[config.mk]
export PLATFORM = sky130hd
export DESIGN_NAME = keypad_scanner
export DESIGN_NICKNAME = d
export VERILOG_FILES = /design/src/rtl/keypad_scanner.sv
export SDC_FILE = /design/constraint.sdc
export NUM_CORES = 1
export LEC_CHECK = 0
export ABC_AREA = 1
export BUFFER_PORTS_ARGS = -buffer_cell sky130_fd_sc_hd__buf_2
export CORE_AREA = 2 2 68 70
export DETAILED_ROUTE_END_ITERATION = 8
export DIE_AREA = 0 0 70 72
export PLACE_DENSITY = 0.78
export SETUP_SLACK_MARGIN = 0.02
export SLEW_MARGIN = 20
export SYNTH_ARGS = -nofsm -noshare
export SYNTH_HDL_FRONTEND = slang
export SYNTH_SLANG_ARGS = --single-unit
export TNS_END_PERCENT = 30
[constraint.sdc]
create_clock -name clk -period 2.3 [get_ports clk]
set_clock_uncertainty 0.1 [all_clocks]
set_input_delay 0.345 -clock clk [delete_from_list [all_inputs] [get_ports clk]]
set_output_delay 0.345 -clock clk [all_outputs]
set_load 0.005 [all_outputs]
[src/rtl/keypad_scanner.sv]
// 4x3 keypad front end: rotates the row drive, synchronizes the columns, debounces
// one key at a time and presents held row/column levels plus a one-cycle key event.
module keypad_scanner #(
  parameter int SCAN_DIV     = 16,
  parameter int DEBOUNCE_CNT = 1000
) (
  input  logic       clk,
  input  logic       reset,
  input  logic [2:0] col_in,
  output logic [3:0] row_out,
  output logic [3:0] key_row,
  output logic [2:0] key_col,
  output logic       key_down,
  output logic       key_valid,
  output logic [3:0] key_code
);

  localparam int DW = $clog2(SCAN_DIV);
  localparam int BW = $clog2(DEBOUNCE_CNT + 1);
  localparam logic [DW-1:0] DWELL_LAST = DW'(SCAN_DIV - 1);
  localparam logic [BW-1:0] DEB_LAST   = BW'(DEBOUNCE_CNT - 1);

  localparam logic [1:0] SCAN     = 2'd0;
  localparam logic [1:0] DEBOUNCE = 2'd1;
  localparam logic [1:0] HELD     = 2'd2;
  localparam logic [1:0] RELEASE  = 2'd3;

  logic [1:0]    state;
  logic [DW-1:0] dwell;
  logic [BW-1:0] deb;
  logic [2:0]    col_meta;
  logic [2:0]    col_s;
  logic [3:0]    cap_row;
  logic [2:0]    cap_col;

  function automatic logic [3:0] rotl(input logic [3:0] r);
    rotl = {r[2:0], r[3]};
  endfunction

  function automatic logic [3:0] encode(input logic [3:0] r, input logic [2:0] c);
    logic [3:0] ci;
    ci = c[0] ? 4'd0 : (c[1] ? 4'd1 : 4'd2);
    case (r)
      4'b0001: encode = 4'd1 + ci;
      4'b0010: encode = 4'd4 + ci;
      4'b0100: encode = 4'd7 + ci;
      default: encode = c[0] ? 4'hA : (c[1] ? 4'h0 : 4'hB);
    endcase
  endfunction

  always_ff @(posedge clk or posedge reset) begin
    if (reset) begin
      col_meta <= 3'b000;
      col_s    <= 3'b000;
    end else begin
      col_meta <= col_in;
      col_s    <= col_meta;
    end
  end

  always_ff @(posedge clk or posedge reset) begin
    if (reset) begin
      state     <= SCAN;
      row_out   <= 4'b0001;
      dwell     <= '0;
      deb       <= '0;
      cap_row   <= 4'b0000;
      cap_col   <= 3'b000;
      key_row   <= 4'b0000;
      key_col   <= 3'b000;
      key_down  <= 1'b0;
      key_valid <= 1'b0;
      key_code  <= 4'h0;
    end else begin
      key_valid <= 1'b0;
      case (state)
        SCAN: begin
          // Columns are only trusted on the last dwell cycle, once the row has settled.
          if (dwell == DWELL_LAST) begin
            dwell <= '0;
            if ($onehot(col_s)) begin
              cap_row <= row_out;
              cap_col <= col_s;
              deb     <= '0;
              state   <= DEBOUNCE;
            end else begin
              row_out <= rotl(row_out);
            end
          end else begin
            dwell <= dwell + 1'b1;
          end
        end
        DEBOUNCE: begin
          if (col_s == cap_col) begin
            if (deb == DEB_LAST) begin
              state     <= HELD;
              deb       <= '0;
              key_valid <= 1'b1;
              key_code  <= encode(cap_row, cap_col);
              key_row   <= cap_row;
              key_col   <= cap_col;
              key_down  <= 1'b1;
            end else begin
              deb <= deb + 1'b1;
            end
          end else begin
            state   <= SCAN;
            dwell   <= '0;
            row_out <= rotl(cap_row);
          end
        end
        HELD: begin
          if (col_s != cap_col) begin
            state <= RELEASE;
            deb   <= '0;
          end
        end
        RELEASE: begin
          // Any bounce back to nonzero restarts the quiet-time count; HELD is never re-entered.
          if (col_s == 3'b000) begin
            if (deb == DEB_LAST) begin
              key_row  <= 4'b0000;
              key_col  <= 3'b000;
              key_down <= 1'b0;
              state    <= SCAN;
              dwell    <= '0;
              row_out  <= rotl(cap_row);
            end else begin
              deb <= deb + 1'b1;
            end
          end else begin
            deb <= '0;
          end
        end
        default: state <= SCAN;
      endcase
    end
  end

endmodule

==> metrics, run 1 <==
CTS tree built; antenna cells 0; Core Box Area 4260 sq um; total of max-cap violations 0; gr ovfl total 0; number of synthesized flops with an enable pin 0; initial antenna violation count 0; DR WL/cell 12.7 microns; Port Buffers 21; worst vdd ir 0.588 mV; Avg Cell Area, Syn 7.81 sq um; CTS sink count 46; #FFs+latches synth 46; post-CTS sizing 0; share of the synthesized area in the top cell type 45.2%; Req. time, crit path 2440 ps; crit share post-route 91.3%; synthesized area 2490 sq um; Power per Cell Area 835 nW/um^2; Final Hold Fails 0; die width 70 microns; Syn Nets 329; area grow syn2layout 12.9%; fraction of layout cells with a size suffix above 1 18.5%; GRT Overall Usage 22.4%; min-delay worst type input port to flip-flop; Synth area leader dfrtp_1; row cnt 24; Die Span Y 72 microns; routability congestion estimate 0.900; outcome completed; synth warn 0; Critical Path Source col_s[0]; R2R Setup Slk 200 ps; RSZ-0062 raised after global routing false; Routed Wire Length 5100 microns; Worst Path Arrival 2240 ps; final setup vio count 0; slew at the pin closest to its max-slew limit 578 ps; CTS Buffer Depth 2; Synth area leaders dfrtp_1 (45%), nand2_1 (14%), inv_1 (5.3%); Post-synth ARST share 100%; crit path to deb[6]; Synth Instances 319; DRC violations left 0; setup TNS 0 ps; Final min period 2100 ps; initial core utilization 58.5%; crit end category flip-flop; most frequent cell after synthesis nand2_1; post-DP HPWL 3630 microns; DRT iter0 DRCs 184; worst r2r src col_s[0]; DRT antenna net count 0; Worst-Skew Late Latency 300 ps; top cells by count, synth nand2_1 (95), dfrtp_1 (45), inv_1 (35); die area 5040 sq um; CP startpoint kind flip-flop; sequential-to-total area share from yosys stat 46.2%; Max transition margin 61.5%; Max Slew Vio Count 0; clk slew on worst S/H paths 90 ps; crit path kind flip-flop to flip-flop; Top Ports 22; first-pass GRT wire length 8930 microns; CTS Buf Count 5; fin nets 360; worst-path fanout max 8; Reg2Reg Depth 12; CTS root buffer clkbuf_8; TritonRoute pass-1 iters 4; Final Util 66.0%; post-CTS setup buffer count 0; Clock H-tree levels 2; cts hold-fix bufs 0; fmax 476 MHz; largest net degree at the start of global routing 47; Distinct cells, synth 35; R2R Path End deb[6]; Synth Flop Type dfrtp_1; Leak Pwr 1.47 nW; routed vias/inst 5.32; Via Count 2142; vias in the first global route 1945
## stage by stage
stage	instance area, sq um	std cells	hold slack [ps]	setup WS [ps]	total power, mW
4_1_cts	2760	398	35.8	167	2.30
2_1_floorplan	2490	319	231	402	1.55
3_3_place_gp	2650	390	232	260	1.67
5_1_grt	2810	403	29.0	27.7	2.51
6_report	2810	403	43.2	200	2.35
3_5_place_dp	2650	390	235	188	1.69
## registers in the layout (all words and copies together) (netlist names), named ones only
name,count
key_col,3
row_out,4
state,1
key_code,4
dwell,4
deb,10
cap_row,4
col_s,3
key_valid,1
key_down,1
cap_col,3
col_meta,3
key_row,4
## critical path, cell delays in order, from the launching register on
cell	delay (ps)
dfrtp_1	410
inv_2	80
fa_1	480
inv_1	60
nand2_1	60
nor2_1	170
nor2_2	70
inv_1	90
nand2_4	70
nor2_8	180
buf_4	150
nand2_1	60
o21ai_2	50
## layout by cell type (no fill, tap or decap), types with 3 or more instances in the layout
cell type / n
buf_2: 21
inv_1: 34
clkbuf_8: 5
inv_2: 8
a21oi_1: 6
o21ai_1: 6
nand2_1: 95
dfrtp_1: 45
nand2_2: 3
mux2i_1: 3
o21ai_0: 19
o21ai_2: 4
nand4_1: 14
nor2_2: 4
ha_1: 4
nand3_1: 17
nor2_1: 32
buf_4: 7
## cells by family (layout without fill, tap and decap cells)
kind of cell    Yosys count  count (layout)  share of synthesized area [%]
compound gates           40              40                           9.04
xor+xnor                  3               3                           1.05
fa+ha+maj                 5               5                           2.81
buf+inv                  47              79                           7.63
flops                    46              46                           46.2
mux                       3               3                           1.20
simple gates            175             175                           32.0
## how the worst min path moves through the flow
stage	start	end	slack, ps	cells after the start
final	col_in[1]	col_meta[1]	40	1
after global routing	col_in[2]	col_meta[2]	30	1
after CTS	col_in[1]	col_meta[1]	40	1
after detailed placement	col_meta[1]	col_s[1]	230	0
after global placement	col_meta[0]	col_s[0]	230	0
after floorplan	col_meta[0]	col_s[0]	230	0
## cell type report
cell class                      count  area [sq um]
Clock buffer                        6          72.6
Inverter                           42           158
Multi-Input combinational cell    226          1150
Clock inverter                      2          37.5
Tap cell                           52          65.1
Timing Repair Buffer               29           178
Sequential cell                    46          1150
Fill cell                         388          1450
## power by group
part | leakage [nW] | total, mW | switching, mW | internal (mW)
sequential | 0.613 | 1.05 | 0.126 | 0.924
combinational | 0.805 | 0.691 | 0.398 | 0.293
clock | 0.0514 | 0.608 | 0.284 | 0.324
## metal layers
layer,track usage [%],routed length (microns)
met2,35.4,2300
met5,0,0
met3,4.31,193
met4,8.76,85
met1,31.0,2530
Power figures use the tool's default switching activity.
==> inputs of run 2 (changes only) <==
--- a/config.mk
+++ b/config.mk
@@ -6,11 +6,12 @@
 export NUM_CORES = 1
 export LEC_CHECK = 0
 export ABC_AREA = 1
+export ABC_CLOCK_PERIOD_IN_PS = 2300
 export BUFFER_PORTS_ARGS = -buffer_cell sky130_fd_sc_hd__buf_2
 export CORE_AREA = 2 2 68 70
 export DETAILED_ROUTE_END_ITERATION = 8
 export DIE_AREA = 0 0 70 72
-export PLACE_DENSITY = 0.78
+export PLACE_DENSITY_LB_ADDON = 0.3
 export SETUP_SLACK_MARGIN = 0.02
 export SLEW_MARGIN = 20
 export SYNTH_ARGS = -nofsm -noshare
==> run 2 against run 1 <==
Flip-flop and latch count is the same. Critical endpoint is now deb[3]. Combinational power is 0.9% lower. Cell area down 1.4%. Global-route usage is 0.51 points higher. Register-to-register slack better by 20 ps. Highest routed layer unchanged. Clock power shrank 19%. Sequential share of layout area up 0.57 points. Total power decreased by 5.2%. Count of clock-buffer cells in the layout did not move. Worst hold slack improved by 5.9 ps. Final cell count shrank 0.50%. Routed wire length increased by 1.5%.
==> metrics, run 2 (synthesized netlist as in run 1, its figures left out) <==
Port Buffers 21; fin nets 358; worst-path fanout max 8; routed vias/inst 5.28; share of total power in the clock network 22.1%; min-delay worst type input port to flip-flop; post-DP HPWL 3670 microns; GRT Overall Usage 22.9%; Comb pwr share 30.7%; Routed Wire Length 5180 microns; Reg power frac 47.2%; cts hold-fix bufs 0; Final Non-Filler Cells 401; total power 2.23 mW; worst hold slack 49.1 ps; die width 70 microns; Top Ports 22; Leak Pwr 1.45 nW; R2R Setup Slk 220 ps; max reg flops 10; Setup WS pre-CTS 173 ps; most frequent cells in the layout nand2_1 (95), dfrtp_1 (45), inv_1 (34); placed cell area 2650 sq um; register area 1150 sq um; Largest Register deb; Die Span Y 72 microns; M1 GR Usage 31.4%; Clock H-tree levels 2; Via Count 2119; Switching Fraction 36.2%; fmax 481 MHz; Hold Crit Start col_in[1]; initial core utilization 58.5%; Core Box Area 4260 sq um; largest net degree at the start of global routing 39; fillers 359; post-route cell area 2770 sq um; clk slew on worst S/H paths 80 ps; Final Util 65.1%; worst r2r src col_s[1]; Max Slew Vio Count 0; total of max-cap violations 0; die area 5040 sq um; CTS Buffer Depth 2; setup TNS 0 ps; Final min period 2080 ps; sw power 0.806 mW; worst vdd ir 0.546 mV; Pint 1.42 mW; initial antenna violation count 0; Largest stage delay, worst path 430 ps; post-CTS sizing 0; first-pass GRT wire length 9250 microns; Critical Path Source col_s[1]; CTS Buf Count 5; Worst-Skew Late Latency 300 ps; area grow syn2layout 11.3%; worst setup margin 223 ps; DRT antenna net count 0; row cnt 24; CTS sink count 46; commonest non-fill, non-tap cell in the layout nand2_1; CTS root buffer clkbuf_8; DRC violations left 0; TritonRoute pass-1 iters 4; most used cell, CP inv_1; post-placement cell count 390; slew at the pin closest to its max-slew limit 806 ps; Max transition margin 46.2%; DR WL/cell 12.9 microns; crit share post-route 90.3%; Final Hold Fails 0; CP max-delay cell fa_1; CP startpoint kind flip-flop; fraction of layout cells with a size suffix above 1 18.1%; outcome completed; crit end category flip-flop; post-CTS setup buffer count 0; CTS tree built; Power per Cell Area 803 nW/um^2; DRT iter0 DRCs 217; multi-input logic area 1150 sq um; Req. time, crit path 2430 ps; RSZ-0062 raised after global routing false; vias in the first global route 2008; grt met3 use 3.89%; final setup vio count 0; crit path kind flip-flop to flip-flop; routability congestion estimate 0.925; gr ovfl total 0; grt peak-use layer met2; met2 Use GR 37.5%; antenna cells 0; Worst Path Arrival 2210 ps; critical path cell sequence inv_1 > fa_1 > inv_1 > nand2_1 > nor2_1 > nor2_2 > inv_1 > nand2_4 > nor2_8 > buf_12 > nand2_1 > o21ai_2
==> run 2: changes by cell type in the layout (fill, tap and decap cells not counted) <==
cell | previous run | this run
buf_4 | 7 | 5
clkinv_2 | 0 | 1
bufinv_16 | 1 | 0
clkinv_4 | 0 | 1
clkinvlp_4 | 1 | 0
==> run 2: worst paths after layout <==
check,to,cells after the start
max,deb[3],12
min,col_meta[1],1
max reg2reg,deb[3],12
min reg2reg,col_s[1],0
max in group asynchronous,dwell[2],3
min in group asynchronous,key_code[3],2
==> run 2: critical path: cells and delay by family (launching register included) <==
family	cells	cell delay (ps)
AND/OR/NAND/NOR	6	590
adder cells (fa/ha/maj)	1	430
flip-flops	1	420
buffers and inverters	4	410
AO/OA/AOI/OAI	1	60
==> run 2: routing by layer <==
metal / share of wire, % / wire [microns] / vias up
met5: 0 / 0 / -
met4: 0.48 / 25 / 0
met3: 5.6 / 291 / 2
met2: 47 / 2420 / 58
met1: 47 / 2440 / 974
li1: - / - / 1085
==> run 2: final cells by class <==
| cell class | count | area share [%] |
|---|---|---|
| clock buffers | 6 | 2.62 |
| clock inverters | 2 | 0.496 |
| inverters | 42 | 5.68 |
| multi-input cells | 226 | 41.5 |
| flip-flops and latches | 46 | 41.5 |
| well taps | 52 | 2.35 |
| repair buffers | 27 | 5.86 |
==> run 2: power by group through the flow <==
stage	sequential [mW]	combinational (mW)	clock (mW)
2_1_floorplan	1.03	0.520	0
3_3_place_gp	1.06	0.614	0
3_5_place_dp	1.06	0.633	0
4_1_cts	1.05	0.643	0.504
5_1_grt	1.07	0.790	0.533
6_report	1.05	0.685	0.491
